### config.mk
export PLATFORM = sky130hd
export DESIGN_NAME = bubble_sort_ctrl_flat
export DESIGN_NICKNAME = d
export VERILOG_FILES = /design/src/rtl/bubble_sort_pkg.sv /design/src/rtl/bubble_sort_ctrl_if.sv /design/src/rtl/bubble_sort_ctrl.sv /design/src/flat_wrapper.sv
export SDC_FILE = /design/constraint.sdc
export NUM_CORES = 1
export LEC_CHECK = 0
export CORE_ASPECT_RATIO = 1.2
export CORE_MARGIN = 3
export CORE_UTILIZATION = 50
export CTS_CLUSTER_SIZE = 30
export DETAILED_ROUTE_END_ITERATION = 7
export HOLD_SLACK_MARGIN = 0.08
export MAX_ROUTING_LAYER = met4
export PLACE_DENSITY = 0.77
export RECOVER_POWER = 50
export REMOVE_ABC_BUFFERS = 1
export SETUP_SLACK_MARGIN = 0.4
export SLEW_MARGIN = 20
export SYNTH_ARGS = -nofsm -noshare
export SYNTH_HDL_FRONTEND = slang
export SYNTH_SLANG_ARGS = --single-unit
### constraint.sdc
create_clock -name clk -period 2.3 [get_ports clk]
set_input_delay 0.46 -clock clk [delete_from_list [all_inputs] [get_ports clk]]
set_output_delay 0.46 -clock clk [all_outputs]
set_load 0.01 [all_outputs]
### src/rtl/bubble_sort_pkg.sv
// Shared constants for the bubble-sort controller and its datapath.
`timescale 1ns/1ps
package bubble_sort_pkg;

    localparam int unsigned DEF_N     = 8;
    localparam int unsigned DEF_IDX_W = 3;
    localparam int unsigned DATA_W    = 8;

    typedef enum logic [1:0] {
        IDLE    = 2'd0,
        COMPARE = 2'd1,
        WRITE   = 2'd2,
        DONE    = 2'd3
    } state_t;

endpackage

### src/rtl/bubble_sort_ctrl_if.sv
// Control/status bundle between the bubble-sort controller and the element datapath.
`timescale 1ns/1ps
interface bubble_sort_ctrl_if
    import bubble_sort_pkg::*;
#(
    parameter int unsigned IDX_W = DEF_IDX_W
);
    logic             start;
    logic             a_gt_b;
    logic [IDX_W-1:0] idx;
    logic             swap_sel;
    logic             wr_en;
    logic             busy;
    logic             done;
    logic [IDX_W-1:0] pass_cnt;

    modport slave (
        input  start, a_gt_b,
        output idx, swap_sel, wr_en, busy, done, pass_cnt
    );

    modport master (
        output start, a_gt_b,
        input  idx, swap_sel, wr_en, busy, done, pass_cnt
    );
endinterface

### src/rtl/bubble_sort_ctrl.sv
// Bubble-sort sequencer: walks compare positions, strobes swaps, exits early on a clean pass.
`timescale 1ns/1ps
module bubble_sort_ctrl
    import bubble_sort_pkg::*;
#(
    parameter int unsigned N     = DEF_N,
    parameter int unsigned IDX_W = DEF_IDX_W
) (
    input  logic               clk,
    input  logic               rst_n,
    bubble_sort_ctrl_if.slave  bus
);

    localparam logic [IDX_W-1:0] LAST_P = IDX_W'(N - 2);

    state_t           state, state_n;
    logic [IDX_W-1:0] j, j_n;
    logic [IDX_W-1:0] p, p_n;
    logic [IDX_W-1:0] idx_q, idx_n;
    logic [IDX_W-1:0] last_j;
    logic             gt_q, gt_n;
    logic             swapped, swapped_n;
    logic             sel_q, sel_n;
    logic             wr_q, wr_n;
    logic             busy_q, busy_n;
    logic             done_q, done_n;
    logic             pass_end;
    logic             any_swap;

    // State and registered outputs
    always_ff @(posedge clk or negedge rst_n) begin
        if (!rst_n) begin
            state   <= IDLE;
            j       <= '0;
            p       <= '0;
            gt_q    <= 1'b0;
            swapped <= 1'b0;
            idx_q   <= '0;
            sel_q   <= 1'b0;
            wr_q    <= 1'b0;
            busy_q  <= 1'b0;
            done_q  <= 1'b0;
        end else begin
            state   <= state_n;
            j       <= j_n;
            p       <= p_n;
            gt_q    <= gt_n;
            swapped <= swapped_n;
            idx_q   <= idx_n;
            sel_q   <= sel_n;
            wr_q    <= wr_n;
            busy_q  <= busy_n;
            done_q  <= done_n;
        end
    end

    // Next state; outputs are derived from the next state so they line up with it
    always_comb begin
        state_n   = state;
        j_n       = j;
        p_n       = p;
        gt_n      = gt_q;
        swapped_n = swapped;
        last_j    = LAST_P - p;
        pass_end  = (j == last_j);
        any_swap  = swapped | gt_q;

        case (state)
            IDLE: begin
                if (bus.start) begin
                    state_n   = COMPARE;
                    j_n       = '0;
                    p_n       = '0;
                    swapped_n = 1'b0;
                end
            end
            COMPARE: begin
                gt_n    = bus.a_gt_b;
                state_n = WRITE;
            end
            WRITE: begin
                swapped_n = any_swap;
                if (!pass_end) begin
                    j_n     = j + 1'b1;
                    state_n = COMPARE;
                end else if ((p == LAST_P) || !any_swap) begin
                    state_n = DONE;
                end else begin
                    p_n       = p + 1'b1;
                    j_n       = '0;
                    swapped_n = 1'b0;
                    state_n   = COMPARE;
                end
            end
            DONE: begin
                state_n = IDLE;
            end
            default: begin
                state_n = IDLE;
            end
        endcase

        idx_n  = ((state_n == COMPARE) || (state_n == WRITE)) ? j_n : '0;
        sel_n  = (state_n == WRITE) && gt_n;
        wr_n   = (state_n == WRITE) && gt_n;
        busy_n = (state_n != IDLE);
        done_n = (state_n == DONE);
    end

    assign bus.idx      = idx_q;
    assign bus.swap_sel = sel_q;
    assign bus.wr_en    = wr_q;
    assign bus.busy     = busy_q;
    assign bus.done     = done_q;
    assign bus.pass_cnt = p;

endmodule

### src/flat_wrapper.sv
// flat-port wrapper written by rule: the top's interface ports become plain ports
module bubble_sort_ctrl_flat import bubble_sort_pkg::*;
#(
    parameter int unsigned N     = DEF_N,
    parameter int unsigned IDX_W = DEF_IDX_W
)
  (clk, rst_n, bus_start, bus_a_gt_b, bus_idx, bus_swap_sel, bus_wr_en, bus_busy, bus_done, bus_pass_cnt);
  bubble_sort_ctrl_if #(.IDX_W(IDX_W)) bus_i ();
  input  logic clk;
  input  logic rst_n;
  input wire logic [$bits(bus_i.start)-1:0] bus_start;
  input wire logic [$bits(bus_i.a_gt_b)-1:0] bus_a_gt_b;
  output wire logic [$bits(bus_i.idx)-1:0] bus_idx;
  output wire logic [$bits(bus_i.swap_sel)-1:0] bus_swap_sel;
  output wire logic [$bits(bus_i.wr_en)-1:0] bus_wr_en;
  output wire logic [$bits(bus_i.busy)-1:0] bus_busy;
  output wire logic [$bits(bus_i.done)-1:0] bus_done;
  output wire logic [$bits(bus_i.pass_cnt)-1:0] bus_pass_cnt;
  assign bus_i.start = bus_start;
  assign bus_i.a_gt_b = bus_a_gt_b;
  assign bus_idx = bus_i.idx;
  assign bus_swap_sel = bus_i.swap_sel;
  assign bus_wr_en = bus_i.wr_en;
  assign bus_busy = bus_i.busy;
  assign bus_done = bus_i.done;
  assign bus_pass_cnt = bus_i.pass_cnt;
  bubble_sort_ctrl #(.N(N), .IDX_W(IDX_W)) u_core (.clk(clk), .rst_n(rst_n), .bus(bus_i));
endmodule
Word level (Yosys, flattened, before mapping)
Cells that the tools add are included.

Mux-type cells: 18. Bitwise operators: 1. Reduce and logical (&&, ||, !) cells: 9. Eq/ne operators: 11. Add/sub/neg operators: 3.

Operator list (count): $mux W3 (7); $pmux W3 S2 (2); $eq A2 B2 Y1 const B (4); $pmux W2 S4 (1); $add A3 B1 Y3 const B (2); $mux W2 (3); $eq A2 B1 Y1 const B (2); $mux W1 (4); $ne A2 B2 Y1 const B (2); $reduce_and A4 Y1 (1); $reduce_bool A2 Y1 (2); $eq A3 B3 Y1 (1); $eq A3 B3 Y1 const B (1); $sub A3 B3 Y3 const A (1); $logic_not A2 Y1 (1); $logic_or A1 B1 Y1 (2); $ne A2 B1 Y1 const B (1); $pmux W1 S2 (1); $reduce_and A2 Y1 (1); $logic_and A1 B1 Y1 (1); $logic_not A1 Y1 (1); $or A1 B1 Y1 (1).

Bits in registers: 16. Input port bits: 4.

Longest topological paths before layout
Gate-level depths: netlist of the first run.

Depth after elaboration: 9. Gate-level depth with buffers: 8. Mapped depth without buffers: 8.

Least setup slack after synthesis of the first run
Ideal clock, no wire load.

Path kind: reg2reg. Start: register u_core.p[0] (netlist: u_core.bus.pass_cnt[0]). End: register u_core.idx_q[0] (netlist: u_core.bus.idx[0]). Required time: 2.201 ns. Buffers on the path: 0. Setup time: 0.099 ns. Cell stages (with the launch flop): 8. Period minus slack after synthesis: 2.171 ns. Slack: 0.129 ns. Data arrival time: 2.072 ns. Path through: dfrtp_1 -> ha_1 -> xnor3_1 -> nor3_1 -> a21oi_1 -> ha_1 -> inv_1 -> a311oi_1.

Cells in the longest elaborated chain, start to end: 8.

RTL lines: from (decl) (line bubble_sort_ctrl.sv:18) `logic [IDX_W-1:0] p, p_n;`; from (signal assigned) (line bubble_sort_ctrl.sv:46) `p <= p_n;`; parallel branches: the longest is 7 deep, another holds $sub A3 B3 Y3; $mux W3 (*) (line bubble_sort_ctrl.sv:103) `idx_n = ((state_n == COMPARE) || (state_n == WRITE)) ? j_n : '0;`; via u_core.idx_n[0] (line bubble_sort_ctrl.sv:19) `logic [IDX_W-1:0] idx_q, idx_n;`; to (signal assigned) (line bubble_sort_ctrl.sv:49) `idx_q <= idx_n;`; to (decl) (line bubble_sort_ctrl.sv:19).

Mark *: on every way through the listed nets, which the timed path passes. A chain may end at the register's enable or synchronous reset.

Final worst setup path of the first run
Start: register u_core.p[0] (netlist: u_core.bus.pass_cnt[0]). End: register u_core.p[0] (netlist: u_core.bus.pass_cnt[0]).

Cells in the longest elaborated chain, start to end: 4.

RTL lines: $sub A3 B3 Y3, or another cell as far along (line bubble_sort_ctrl.sv:64) `last_j = LAST_P - p;`; $eq A3 B3 Y1, or another cell as far along (line bubble_sort_ctrl.sv:65) `pass_end = (j == last_j);`; $ne A2 B1 Y1 (no line), or another cell as far along; $reduce_and A4 Y1 (no line) / $pmux W3 S2 (equally long branches).

Several ways; a longest one is shown, not always the timed one. The select of a mux whose other input is x is not followed.

==> results of run 1 <==
-- layer usage --
metal | up-vias | track usage [%] | part of all wire [%]
met1 | 328 | 23.4 | 46
met5 | - | - | 0
met4 | 0 | 8.04 | 0
met3 | 0 | 2.87 | 4.5
li1 | 326 | - | -
met2 | 15 | 29.6 | 50
-- cells in the final DEF, fill, tap and decap left out, types with 2 or more instances in the layout --
master            n
clkbuf_4          3
and2_1            2
buf_4             8
clkdlybuf4s50_1  12
a21oi_1           2
inv_2             2
o21ai_0           5
nor2_1            5
inv_1             8
xnor2_1           3
ha_4              2
a31oi_1           3
buf_6             2
ha_1              3
nand2_1           5
dfrtp_1          15
-- final cells by class --
cell class | count | share of cell area, %
inverter | 10 | 3.25
multi-input combinational | 50 | 38.6
sequential | 16 | 34.8
timing repair buffer | 23 | 18.4
tap | 17 | 1.84
clock buffer | 4 | 3.14
-- per-stage QoR --
step | cell area (um2) | setup slack [ns] | cells | hold WS [ns] | utilization [%]
after detailed placement | 995 | 0.169 | 109 | 0.555 | 66.3
after floorplan | 821 | 0.129 | 76 | 0.164 | -
after global placement | 995 | 0.213 | 109 | 0.541 | 66.3
final | 1150 | 0.344 | 120 | 0.572 | 76.9
after CTS | 1110 | 0.329 | 118 | 0.576 | 73.8
after global routing | 1150 | 0.278 | 120 | 0.621 | 76.9
-- timing repair --
action                     in CTS  in global routing
resized for setup               8                  8
setup endpoints to repair       6                  6
setup buffers                   5                  2
pin swaps                       3                  5
-- worst max-delay path by stage --
stage,depth (start not counted),startpoint,endpoint,slack [ns]
after floorplan,7,u_core.bus.pass_cnt[0],u_core.bus.idx[0],0.13
after CTS,6,u_core.bus.pass_cnt[0],u_core.bus.pass_cnt[0],0.33
after detailed placement,7,u_core.bus.pass_cnt[0],u_core.bus.idx[0],0.17
final,5,u_core.bus.pass_cnt[0],u_core.bus.pass_cnt[0],0.34
after global routing,5,u_core.bus.pass_cnt[0],u_core.bus.pass_cnt[0],0.28
after global placement,6,bus_start,u_core.bus.idx[2],0.21
-- flip-flops by register name, summed over array words and instances, names as in the netlist --
name	count
u_core.j	3
u_core.bus.swap_sel	1
u_core.bus.pass_cnt	3
u_core.bus.busy	1
u_core.swapped	1
u_core.bus.idx	3
u_core.gt_q	1
u_core.bus.done	1
u_core.state	2
-- Yosys cell counts (all sizes together) (2+ instances only) --
library cell,count
dfrtp,16
inv,10
o21ai,6
ha,5
nand2,5
nor2,5
a31oi,3
and2,3
xnor2,3
a21oi,2
xor2,2
-- kinds of logic (layout without fill, tap and decap cells) --
kind of cell	count (synthesis)	count (layout)
buf+inv	12	37
simple gates	17	17
fa+ha+maj	5	5
compound gates	22	22
flops	16	16
xor+xnor	6	6
-- worst max-delay path, stage by stage (launching register included) --
cell     delay (ns)
dfrtp_1        0.46
ha_4           0.19
xnor3_1        0.25
o311a_4        0.42
or4_1          0.47
o21ai_1        0.09
-- power by group through the flow --
stage / sequential (mW) / combinational (mW) / clock (mW)
floorplan: 0.491 / 0.409 / 0
global placement: 0.469 / 0.654 / 0
detailed placement: 0.474 / 0.667 / 0
CTS: 0.480 / 0.773 / 0.186
global route: 0.506 / 0.944 / 0.201
finish: 0.492 / 0.852 / 0.182
==> results.py, run 1 <==
metrics = {
    "logic_synthesis": {
        "ys_ff_latch": 16,
        "synth_top_family_by_area": "compound AO/OA/AOI/OAI gates",
        "avgSynthCellArea_um2": 10.7,
        "ys_top_cells_by_area": "dfrtp_1, ha_1, inv_1",
        "yosys_warnings": 0,
        "synth_cells": 78,
        "synthArstFlopShare_pct": 100,
        "synthMuxAreaShare_pct": 0,
        "synth_top_cell_area_share_pct": 48.1,
        "synth_fa_ha_area_share_pct": 7.52,
        "synth_top_area_cell": "dfrtp_1",
        "synth_cell_types": 29,
        "synth_enable_flop_cells": 0,
        "synth_compound_area_share_pct": 20.8,
        "ys.flop_type": "dfrtp_1",
        "synthXorXnorAreaFrac_pct": 7.97,
        "syn_area_um2": 832,
        "synth-seq-area-share_pct": 48.1,
        "synth-simple-area-share_pct": 9.77,
    },
    "worst_setup_path": {
        "critPathKind": "reg -> reg",
        "reg2reg_from": "u_core.bus.pass_cnt[0]",
        "endpoint_kind": "flip-flop",
        "r2r_end": "u_core.bus.pass_cnt[0]",
        "cp-start-kind": "flip-flop",
        "cp_max_fo": 4,
        "rrSetupSlack_ns": 0.34,
        "arrival_ns": 2.17,
        "reg2reg_depth": 5,
        "required_ns": 2.51,
    },
    "clock_network": {
        "cts_hold_buf": 0,
        "clkTransAtPathRegs_ns": 0.09,
        "cts_tree": "built",
        "cts_buffers": 3,
        "cts_buffer_depth": 2,
        "clk_latency_ns": 0.28,
        "cts_num_sinks": 16,
        "cts-root-buf": "clkbuf_4",
        "htree_levels": 1,
    },
    "final_layout": {
        "insertedDiodeCount": 0,
        "area_growth_pct": 38.8,
        "multiInputGateArea_um2": 445,
        "nFillCells": 103,
        "drive_gt1_share_pct": 24.3,
        "seq_area_um2": 402,
        "fin_nets": 113,
    },
    "grt": {
        "grt_pass1_vias": 714,
        "grtUsageTotal_pct": 18.6,
        "overflow": 0,
        "antenna_found_initial": 0,
        "grt_pass1_wl_um": 3080,
        "grt_max_degree": 17,
    },
    "route": {
        "via_per_inst": 5.58,
        "ant_nets": 0,
        "drtPass1Iterations": 4,
        "wl_per_cell_um": 14.9,
        "vias": 669,
        "routed_wirelength_um": 1790,
        "drc_errors": 0,
        "drtIter0Drc": 14,
    },
    "timing": {
        "fmax_mhz": 511,
        "clock-skew-final_ns": 0.00468,
        "period_share_pct": 85.0,
        "max-slew-margin-rel_pct": 53.1,
        "tightest_slew_ns": 0.700,
        "period_minus_slack_ns": 1.96,
        "hold_viol": 0,
        "rsz0062_at_grt": "yes",
        "setup_viol": 0,
        "drv_slew": 0,
        "tns_ns": 0,
    },
    "place": {
        "portBuffers": 13,
        "place.gp.congestion": 0.855,
        "dp_hpwl_um": 1200,
    },
    "floorplan": {
        "dieHeight_um": 50.7,
        "die_w_um": 43.2,
        "initial_core_util_pct": 55.4,
        "die-area_um2": 2190,
        "core_area_um2": 1500,
        "rows": 15,
        "ios": 14,
    },
    "power_and_ir_drop": {
        "p_per_area_nw_per_um2": 1320,
        "switching_share_pct": 41.0,
        "pwr-share-seq_pct": 32.3,
        "fin_total_pwr_mw": 1.53,
        "pwr-share-clk_pct": 11.9,
        "leakagePower_nw": 0.508,
        "p_int_mw": 0.900,
        "switchingPower_mw": 0.626,
        "ir_worst_vdd_mv": 0.819,
        "combinationalPowerShare_pct": 55.8,
    },
    "hold_path": {
        "hold_depth": 2,
        "min-delay-start": "u_core.gt_q",
        "hold_end": "u_core.gt_q",
        "hp-class": "reg -> reg",
    },
    "run": {
        "cap_violations": 0,
    },
    "run_status": {
        "status": "complete, no violations",
    },
}
No activity file was read; power rests on OpenSTA's default activity.
==> run 2: changes to the inputs <==
--- a/config.mk
+++ b/config.mk
@@ -6,7 +6,7 @@
 export NUM_CORES = 1
 export LEC_CHECK = 0
 export CORE_ASPECT_RATIO = 1.2
-export CORE_MARGIN = 3
+export CORE_MARGIN = 2
 export CORE_UTILIZATION = 50
 export CTS_CLUSTER_SIZE = 30
 export DETAILED_ROUTE_END_ITERATION = 7
==> constraint.sdc (replaced) <==
create_clock -name clk -period 2.3 [get_ports clk]
set_input_delay 0.46 -clock clk [delete_from_list [all_inputs] [get_ports clk]]
set_output_delay 0.46 -clock clk [all_outputs]
set_load 0.005 [all_outputs]
==> run 2 against run 1 <==
Core utilization decreased by 5.0 points; sequential power decreased by 1%; highest routed layer is now met4; power decreased by 0.93%; clock skew increased by 0.0028 ns; clock-buffer cell count decreased by 1; first-iteration DRC count decreased by 21%.
==> results.py, run 2 (synthesis gave the netlist of run 1 again) <==
metrics = {
    "timing": {
        "rsz0062_at_grt": "yes",
        "tns_ns": 0,
        "period_share_pct": 88.3,
        "tightest_slew_ns": 0.700,
        "max-slew-margin-rel_pct": 53.2,
        "hold_viol": 0,
        "period_minus_slack_ns": 2.03,
        "drv_slew": 0,
        "clock-skew-final_ns": 0.00753,
        "fmax_mhz": 493,
        "setup_viol": 0,
        "setup_slack_ns": 0.270,
    },
    "route": {
        "vias": 686,
        "drtPass1Iterations": 4,
        "drtIter0Drc": 11,
        "wl_per_cell_um": 15.6,
        "drc_errors": 0,
        "routed_wirelength_um": 1870,
        "via_per_inst": 5.72,
        "ant_nets": 0,
    },
    "worst_setup_path": {
        "reg2reg_from": "u_core.bus.pass_cnt[0]",
        "cp_max_fo": 5,
        "critPathLaunch": "u_core.bus.pass_cnt[0]",
        "required_ns": 2.53,
        "arrival_ns": 2.26,
        "critPathKind": "reg -> reg",
        "rrSetupSlack_ns": 0.27,
        "cp-start-kind": "flip-flop",
        "reg2reg_depth": 6,
        "r2r_end": "u_core.bus.pass_cnt[0]",
        "endpoint_kind": "flip-flop",
    },
    "floorplan": {
        "dieHeight_um": 48.7,
        "initial_core_util_pct": 52.0,
        "die_w_um": 41.2,
        "ios": 14,
        "die-area_um2": 2010,
        "core_area_um2": 1600,
        "rows": 16,
    },
    "power_and_ir_drop": {
        "combinationalPowerShare_pct": 57.9,
        "p_int_mw": 0.874,
        "switching_share_pct": 42.2,
        "p_per_area_nw_per_um2": 1310,
        "fin_total_pwr_mw": 1.51,
        "pwr-share-clk_pct": 9.9,
        "switchingPower_mw": 0.637,
        "pwr-share-seq_pct": 32.2,
        "ir_worst_vdd_mv": 0.826,
        "leakagePower_nw": 0.518,
    },
    "clock_network": {
        "clkTransAtPathRegs_ns": 0.09,
        "cts_num_sinks": 16,
        "htree_levels": 1,
        "cts_tree": "built",
        "cts_buffer_depth": 2,
        "cts_buffers": 3,
        "cts-root-buf": "clkbuf_4",
        "clk_latency_ns": 0.30,
    },
    "final_layout": {
        "drive_gt1_share_pct": 24.5,
        "finalInstanceArea_um2": 1150,
        "layout.cells.non_filler": 120,
        "area_growth_pct": 38.5,
        "nFillCells": 126,
        "fin_nets": 113,
        "layout_commonest_cell": "dfrtp_1",
        "insertedDiodeCount": 0,
        "mostFrequentLayoutCells": "dfrtp_1, clkdlybuf4s50_1, inv_1, buf_4",
    },
    "grt": {
        "antenna_found_initial": 0,
        "grt_pass1_vias": 684,
        "grt_max_degree": 17,
        "grtUsageTotal_pct": 23.2,
        "grt_pass1_wl_um": 3060,
        "overflow": 0,
    },
    "place": {
        "portBuffers": 13,
        "placedInstanceArea_um2": 996,
        "place.gp.congestion": 0.898,
        "dp_cells": 110,
        "place_worst_setup_slack_ns": 0.164,
        "dp_hpwl_um": 1210,
    },
    "hold_path": {
        "hold_depth": 2,
        "hp-class": "reg -> reg",
        "min-delay-start": "u_core.gt_q",
        "hold_end": "u_core.gt_q",
    },
    "run_status": {
        "status": "complete, no violations",
    },
    "run": {
        "cap_violations": 0,
    },
}
-- run 2: power groups by stage --
| stage | clock, mW | combinational, mW | sequential [mW] |
|---|---|---|---|
| 5_1_grt | 0.162 | 0.963 | 0.499 |
| 6_report | 0.149 | 0.876 | 0.486 |
| 2_1_floorplan | 0 | 0.409 | 0.469 |
| 3_3_place_gp | 0 | 0.631 | 0.469 |
| 4_1_cts | 0.151 | 0.795 | 0.479 |
| 3_5_place_dp | 0 | 0.647 | 0.475 |
-- run 2: timing repair --
item / in CTS / in global routing
setup buffers: 5 / 2
endpoints found under the setup margin: 8 / 4
gates resized for setup: 8 / 7
hold buffers: 0 / 0
pin swaps: 4 / 1
-- run 2: routing by layer --
metal	share of wire [%]	routed length, um	global-route usage, %
met1	43	801	28.2
met2	49	918	34.4
met3	3.4	64	3.21
met4	4.6	87	15.1
met5	0	0	-
-- run 2: critical path, cell delays in order (launching register included) --
cell,delay [ns]
dfrtp_1,0.42
buf_6,0.13
ha_4,0.17
xnor3_2,0.27
o311a_4,0.41
or4_4,0.49
o21ai_2,0.07
-- run 2: cell type report --
type / instances / area (um2) / share of cell area, %
clock buffers: 3 / 22.5 / 1.95
inverters: 10 / 37.5 / 3.26
multi-input cells: 50 / 460 / 40.0
flip-flops and latches: 16 / 400 / 34.7
well taps: 18 / 22.5 / 1.95
repair buffers: 23 / 209 / 18.1
-- run 2: metrics by stage --
step	util (%)	hold WS [ns]
after global placement	62.2	0.539
final	72.0	0.579
after global routing	72.0	0.597
after floorplan	-	0.164
after detailed placement	62.2	0.555
after CTS	69.0	0.570
-- run 2: how the worst max path moves through the flow --
stage	to	slack, ns	cells past startpoint
after CTS	u_core.bus.pass_cnt[0]	0.34	6
final	u_core.bus.pass_cnt[0]	0.27	6
after detailed placement	u_core.bus.idx[0]	0.16	7
after global routing	u_core.bus.pass_cnt[0]	0.22	6
after floorplan	u_core.bus.idx[0]	0.16	7
after global placement	u_core.bus.idx[2]	0.21	6
==> run 3: changes to the inputs <==
--- a/config.mk
+++ b/config.mk
@@ -8,7 +8,6 @@
 export CORE_ASPECT_RATIO = 1.2
 export CORE_MARGIN = 2
 export CORE_UTILIZATION = 50
-export CTS_CLUSTER_SIZE = 30
 export DETAILED_ROUTE_END_ITERATION = 7
 export HOLD_SLACK_MARGIN = 0.08
 export MAX_ROUTING_LAYER = met4
==> results of run 3 <==
The final DEF is identical to that of run 2; final timing and power are the same.
